## src/rtl/rns2bin_sched.sv

```systemverilog
// rns2bin_sched: round-robin scheduler sharing one RNS(32,31,21,5)-to-binary converter among N_REQ requesters
// Ports: clk/reset (async, active high); cfg_start/cfg_busy/conv_rst sequence the converter matrix load;
// req_valid/req_ready/req_res carry per-requester residue words {x3,x2,x1,x0}; conv_x0..3/conv_n drive and
// sample the converter; resp_valid/resp_ready/resp_id/resp_data/resp_err return the tagged 18-bit result;
// conv_count counts good conversions.
module rns2bin_sched #(
  parameter int N_REQ = 4,
  parameter int ID_W = 2,
  parameter int CONV_LAT = 2,
  parameter int CFG_CYCLES = 2
) (
  input  logic                  clk,
  input  logic                  reset,
  input  logic                  cfg_start,
  output logic                  cfg_busy,
  output logic                  conv_rst,
  input  logic [N_REQ-1:0]      req_valid,
  output logic [N_REQ-1:0]      req_ready,
  input  logic [N_REQ*20-1:0]   req_res,
  output logic [4:0]            conv_x0,
  output logic [4:0]            conv_x1,
  output logic [4:0]            conv_x2,
  output logic [4:0]            conv_x3,
  input  logic [17:0]           conv_n,
  output logic                  resp_valid,
  input  logic                  resp_ready,
  output logic [ID_W-1:0]       resp_id,
  output logic [17:0]           resp_data,
  output logic                  resp_err,
  output logic [15:0]           conv_count
);
  typedef enum logic [2:0] {IDLE, CFG, ARB, WAIT, RESP} state_t;
  state_t state;
  logic cfg_pending, configured, any, res_ok;
  logic [ID_W-1:0] rr, g, idx;
  logic [3:0] cnt;
  logic [19:0] res;
  // scan downward so the last hit is the first valid requester at or after rr
  always_comb begin
    g = '0;
    idx = '0;
    any = 1'b0;
    for (int i = N_REQ - 1; i >= 0; i--) begin
      idx = ID_W'((int'(rr) + i) % N_REQ);
      if (req_valid[idx]) begin
        g = idx;
        any = 1'b1;
      end
    end
  end
  always_comb begin
    res = '0;
    for (int i = 0; i < N_REQ; i++)
      if (g == ID_W'(i)) res = req_res[i*20 +: 20];
  end
  // x0 is 5 bits so it is always below 32
  assign res_ok = res[9:5] < 5'd31 && res[14:10] < 5'd21 && res[19:15] < 5'd5;
  assign req_ready = (state == ARB && any) ? N_REQ'(1) << g : '0;
  assign cfg_busy = state == CFG;
  always_ff @(posedge clk or posedge reset)
    if (reset) begin
      state <= IDLE;
      cfg_pending <= 1'b0;
      configured <= 1'b0;
      rr <= '0;
      cnt <= '0;
      conv_rst <= 1'b0;
      conv_x0 <= '0;
      conv_x1 <= '0;
      conv_x2 <= '0;
      conv_x3 <= '0;
      resp_valid <= 1'b0;
      resp_id <= '0;
      resp_data <= '0;
      resp_err <= 1'b0;
      conv_count <= '0;
    end else begin
      if (cfg_start) cfg_pending <= 1'b1;
      case (state)
        IDLE:
          if (cfg_pending) begin
            state <= CFG;
            cfg_pending <= cfg_start;
            conv_rst <= 1'b1;
            cnt <= 4'(CFG_CYCLES - 1);
          end else if (configured && |req_valid) state <= ARB;
        CFG:
          if (cnt == '0) begin
            state <= IDLE;
            conv_rst <= 1'b0;
            configured <= 1'b1;
          end else cnt <= cnt - 4'd1;
        ARB:
          if (!any) state <= IDLE;
          else begin
            resp_id <= g;
            rr <= (g == ID_W'(N_REQ - 1)) ? '0 : g + 1'b1;
            if (res_ok) begin
              conv_x0 <= res[4:0];
              conv_x1 <= res[9:5];
              conv_x2 <= res[14:10];
              conv_x3 <= res[19:15];
              cnt <= 4'(CONV_LAT - 1);
              state <= WAIT;
            end else begin
              resp_err <= 1'b1;
              resp_data <= '0;
              state <= RESP;
            end
          end
        WAIT:
          if (cnt == '0) begin
            resp_data <= conv_n;
            resp_err <= 1'b0;
            resp_valid <= 1'b1;
            conv_count <= conv_count + 16'd1;
            state <= RESP;
          end else cnt <= cnt - 4'd1;
        RESP:
          // error responses arrive here with resp_valid low and raise it one edge later
          if (!resp_valid) resp_valid <= 1'b1;
          else if (resp_ready) begin
            resp_valid <= 1'b0;
            state <= IDLE;
          end
        default: state <= IDLE;
      endcase
    end
endmodule

```

## config.mk

```make
export PLATFORM = sky130hd
export DESIGN_NAME = rns2bin_sched
export DESIGN_NICKNAME = d
export VERILOG_FILES = /design/src/rtl/rns2bin_sched.sv
export SDC_FILE = /design/constraint.sdc
export NUM_CORES = 1
export LEC_CHECK = 0
export CORE_ASPECT_RATIO = 0.75
export CORE_MARGIN = 2
export CORE_UTILIZATION = 46
export CTS_BUF_LIST = sky130_fd_sc_hd__clkbuf_4 sky130_fd_sc_hd__clkbuf_8
export DETAILED_ROUTE_END_ITERATION = 7
export GPL_ROUTABILITY_DRIVEN = 0
export HOLD_SLACK_MARGIN = 0.15
export PLACE_DENSITY_LB_ADDON = 0.1
export SYNTH_ARGS = -nofsm -noshare
export SYNTH_HDL_FRONTEND = slang
export SYNTH_SLANG_ARGS = --single-unit
export TNS_END_PERCENT = 20
```

## constraint.sdc

```tcl
create_clock -name clk -period 5.25 [get_ports clk]
set_clock_uncertainty 0.1 [all_clocks]
set_input_delay 1.05 -clock clk [delete_from_list [all_inputs] [get_ports clk]]
set_output_delay 1.05 -clock clk [all_outputs]
set_load 0.05 [all_outputs]
```

==> results.json <==
{
  "status": "finished clean",
  "hold_violations": 0,
  "grt_use_total_pct": 25.8,
  "fin_nets": 663,
  "area_growth_pct": 56.1,
  "drtPass1Iterations": 6,
  "max_freq_mhz": 211,
  "setup_violations": 0,
  "synthCells": 387,
  "io_buffer_count": 169,
  "yosys.area.top_type": "dfrtp_1",
  "synth_edf_count": 0,
  "ir_drop_uv": 301,
  "cts_resized": 0,
  "cap_violations": 0,
  "end_kind": "flop",
  "fill_cells": 547,
  "cp.arrival_ns": 4.87,
  "cts.sinks": 70,
  "synth_nets": 499,
  "grt_overflow": 0,
  "clkTransAtPathRegs_ns": 0.07,
  "critical_path.slowest_cell": "clkdlybuf4s50_1",
  "pwr_density_cell_mw_per_mm2": 527,
  "drt_wl_total_um": 11100,
  "htreeDepth": 3,
  "tightest_slew_ns": 1.09,
  "grt_max_degree": 48,
  "synthTopCellsByArea": "dfrtp_1 (48%), nand2_1 (7.3%), o21ai_0 (3.7%)",
  "seq_area_frac_synth_pct": 48.5,
  "cts_setup_buffers": 0,
  "async_flop_share_pct": 100,
  "start_util_pct": 48.4,
  "yosysUniqueCellTypes": 47,
  "ys_seq_elements": 70,
  "worst_hold_path_type": "flop to flop",
  "crit_type": "input pin to flop",
  "tns_ns": 0,
  "vias_per_cell": 5.41,
  "fin_cells": 657,
  "post-route-min-period_ns": 4.75,
  "dp_slack_ns": 0.193,
  "slowest_delay_ns": 0.55,
  "vias": 3554,
  "cts_root_buffer": "clkbuf_8",
  "die_w_um": 106,
  "dieArea_mm2": 0.00859,
  "drcViolationCount": 0,
  "cts-buffers-inserted": 9,
  "slew_headroom_pct": 26.9,
  "drtIter0Drc": 227,
  "ys_warn_count": 0,
  "diodes": 0,
  "synth_top_cell_area_share_pct": 48.5,
  "synth_area_mm2": 0.00361,
  "dp.cells": 641,
  "cp_max_fo": 13,
  "drive_gt1_share_pct": 6.65,
  "grt_pass1_wl_um": 17300,
  "grt_pass1_vias": 3424,
  "ctsHoldBuffers": 0,
  "grt_setup_unrepaired": "no",
  "num_io_pins": 170,
  "cp.required_ns": 5.38,
  "leakagePower_nw": 2.40,
  "ys_top_cells_by_count": "dfrtp_1 (70), nand2_1 (70), nor2_1 (31)",
  "hpwl_um": 8440,
  "syn_avg_cell_area_um2": 9.34,
  "fin_crit_sh_pct": 90.4,
  "fin_ws_ns": 0.505,
  "wl_per_cell_um": 16.8,
  "rows": 27,
  "crit_path_cell_trace": "clkdlybuf4s50_1 > a21oi_1 > o21a_1 > o22ai_1 > inv_1 > ha_1 > or2_1 > a221o_1 > and2_0 > o311ai_1 > o2111a_2 > and2_1 > buf_12 > mux2_2",
  "drv_slew": 0,
  "core_area_mm2": 0.00747,
  "antenna_left": 0,
  "dieHeight_um": 80.8,
  "antenna_found_initial": 0,
  "timing.hold.ws_ns": 0.373,
  "critPathLaunchType": "input pin",
  "insertion_delay_ns": 0.35,
  "synthFlopType": "dfrtp_1",
  "clock_path_buffers": 2,
  "cts_tree": "built"
}
registers in the layout (all words and copies together), names as in the netlist, 2 cells and up:
signal and count:
cnt 4, conv_count 16, conv_x0 5, conv_x1 5, conv_x2 5, conv_x3 5, resp_data 18, resp_id 2
rr 2, state 3
final cells by class:
class | instances | area, µm² | share of cell area [%]
Tap cell | 101 | 126 | 2.24
Multi-Input combinational cell | 282 | 1710 | 30.2
Clock inverter | 5 | 106 | 1.88
Inverter | 12 | 45.0 | 0.798
Timing Repair Buffer | 176 | 1760 | 31.3
Clock buffer | 11 | 145 | 2.57
Sequential cell | 70 | 1750 | 31.0
cells in the final DEF, fill, tap and decap left out, types with 10 or more instances in the layout:
| cell | count |
|---|---|
| clkdlybuf4s50_1 | 167 |
| o21ai_0 | 27 |
| nand2_1 | 70 |
| o22ai_1 | 12 |
| nor2_1 | 31 |
| nand3_1 | 10 |
| a21oi_1 | 16 |
| dfrtp_1 | 70 |
| a221oi_1 | 12 |
| clkbuf_8 | 10 |
| xnor2_1 | 11 |
| inv_1 | 11 |
metal layers:
layer / GRT usage, % / wire length (µm)
met1: 32.9 / 4690
met2: 43.7 / 5340
met3: 6.82 / 892
met4: 7.76 / 132
met5: 0 / 0
final timing paths:
check / from / to / slack [ns] / cells after the start
min in group asynchronous: reset / resp_data[3] / 1.16 / 2
worst min register to register: conv_count[15] / conv_count[15] / 0.37 / 1
worst min-delay path: conv_count[15] / conv_count[15] / 0.37 / 1
worst max-delay path: req_valid[0] / conv_x1[4] / 0.50 / 14
max in group asynchronous: reset / conv_x3[0] / 3.00 / 3
worst max register to register: rr[1] / conv_x1[4] / 1.30 / 13
power breakdown:
group | leakage (nW) | internal [mW] | switching (mW)
combinational | 1.36 | 0.595 | 1.01
clock | 0.123 | 0.335 | 0.201
sequential | 0.910 | 0.703 | 0.131
metrics by stage:
| stage | total power, mW | cell area, µm² | utilization, % |
|---|---|---|---|
| global route | 3.13 | 5640 | 75.6 |
| detailed placement | 2.44 | 5390 | 72.2 |
| floorplan | 1.88 | 3610 | - |
| finish | 2.98 | 5640 | 75.6 |
| global placement | 2.40 | 5390 | 72.2 |
| CTS | 2.98 | 5640 | 75.6 |
critical path, delay by kind of cell:
kind | cells | cell delay, ns
compound gates | 6 | 1.45
fa+ha+maj | 1 | 0.27
buf+inv | 3 | 0.85
mux | 1 | 0.34
simple gates | 3 | 0.90
cells by family (layout without fill, tap and decap cells):
group,count (synthesis),in the layout,synth area share [%]
adders and majority gates,6,6,2.08
buffers and inverters,35,204,4.36
and+or+nand+nor,144,144,17.4
muxes,21,21,6.44
xor gates and xnor gates,15,15,3.63
DFF,70,70,48.5
AOI/OAI and AO/OA,96,96,17.6
Note: power is estimated with default switching activity, not from simulation.
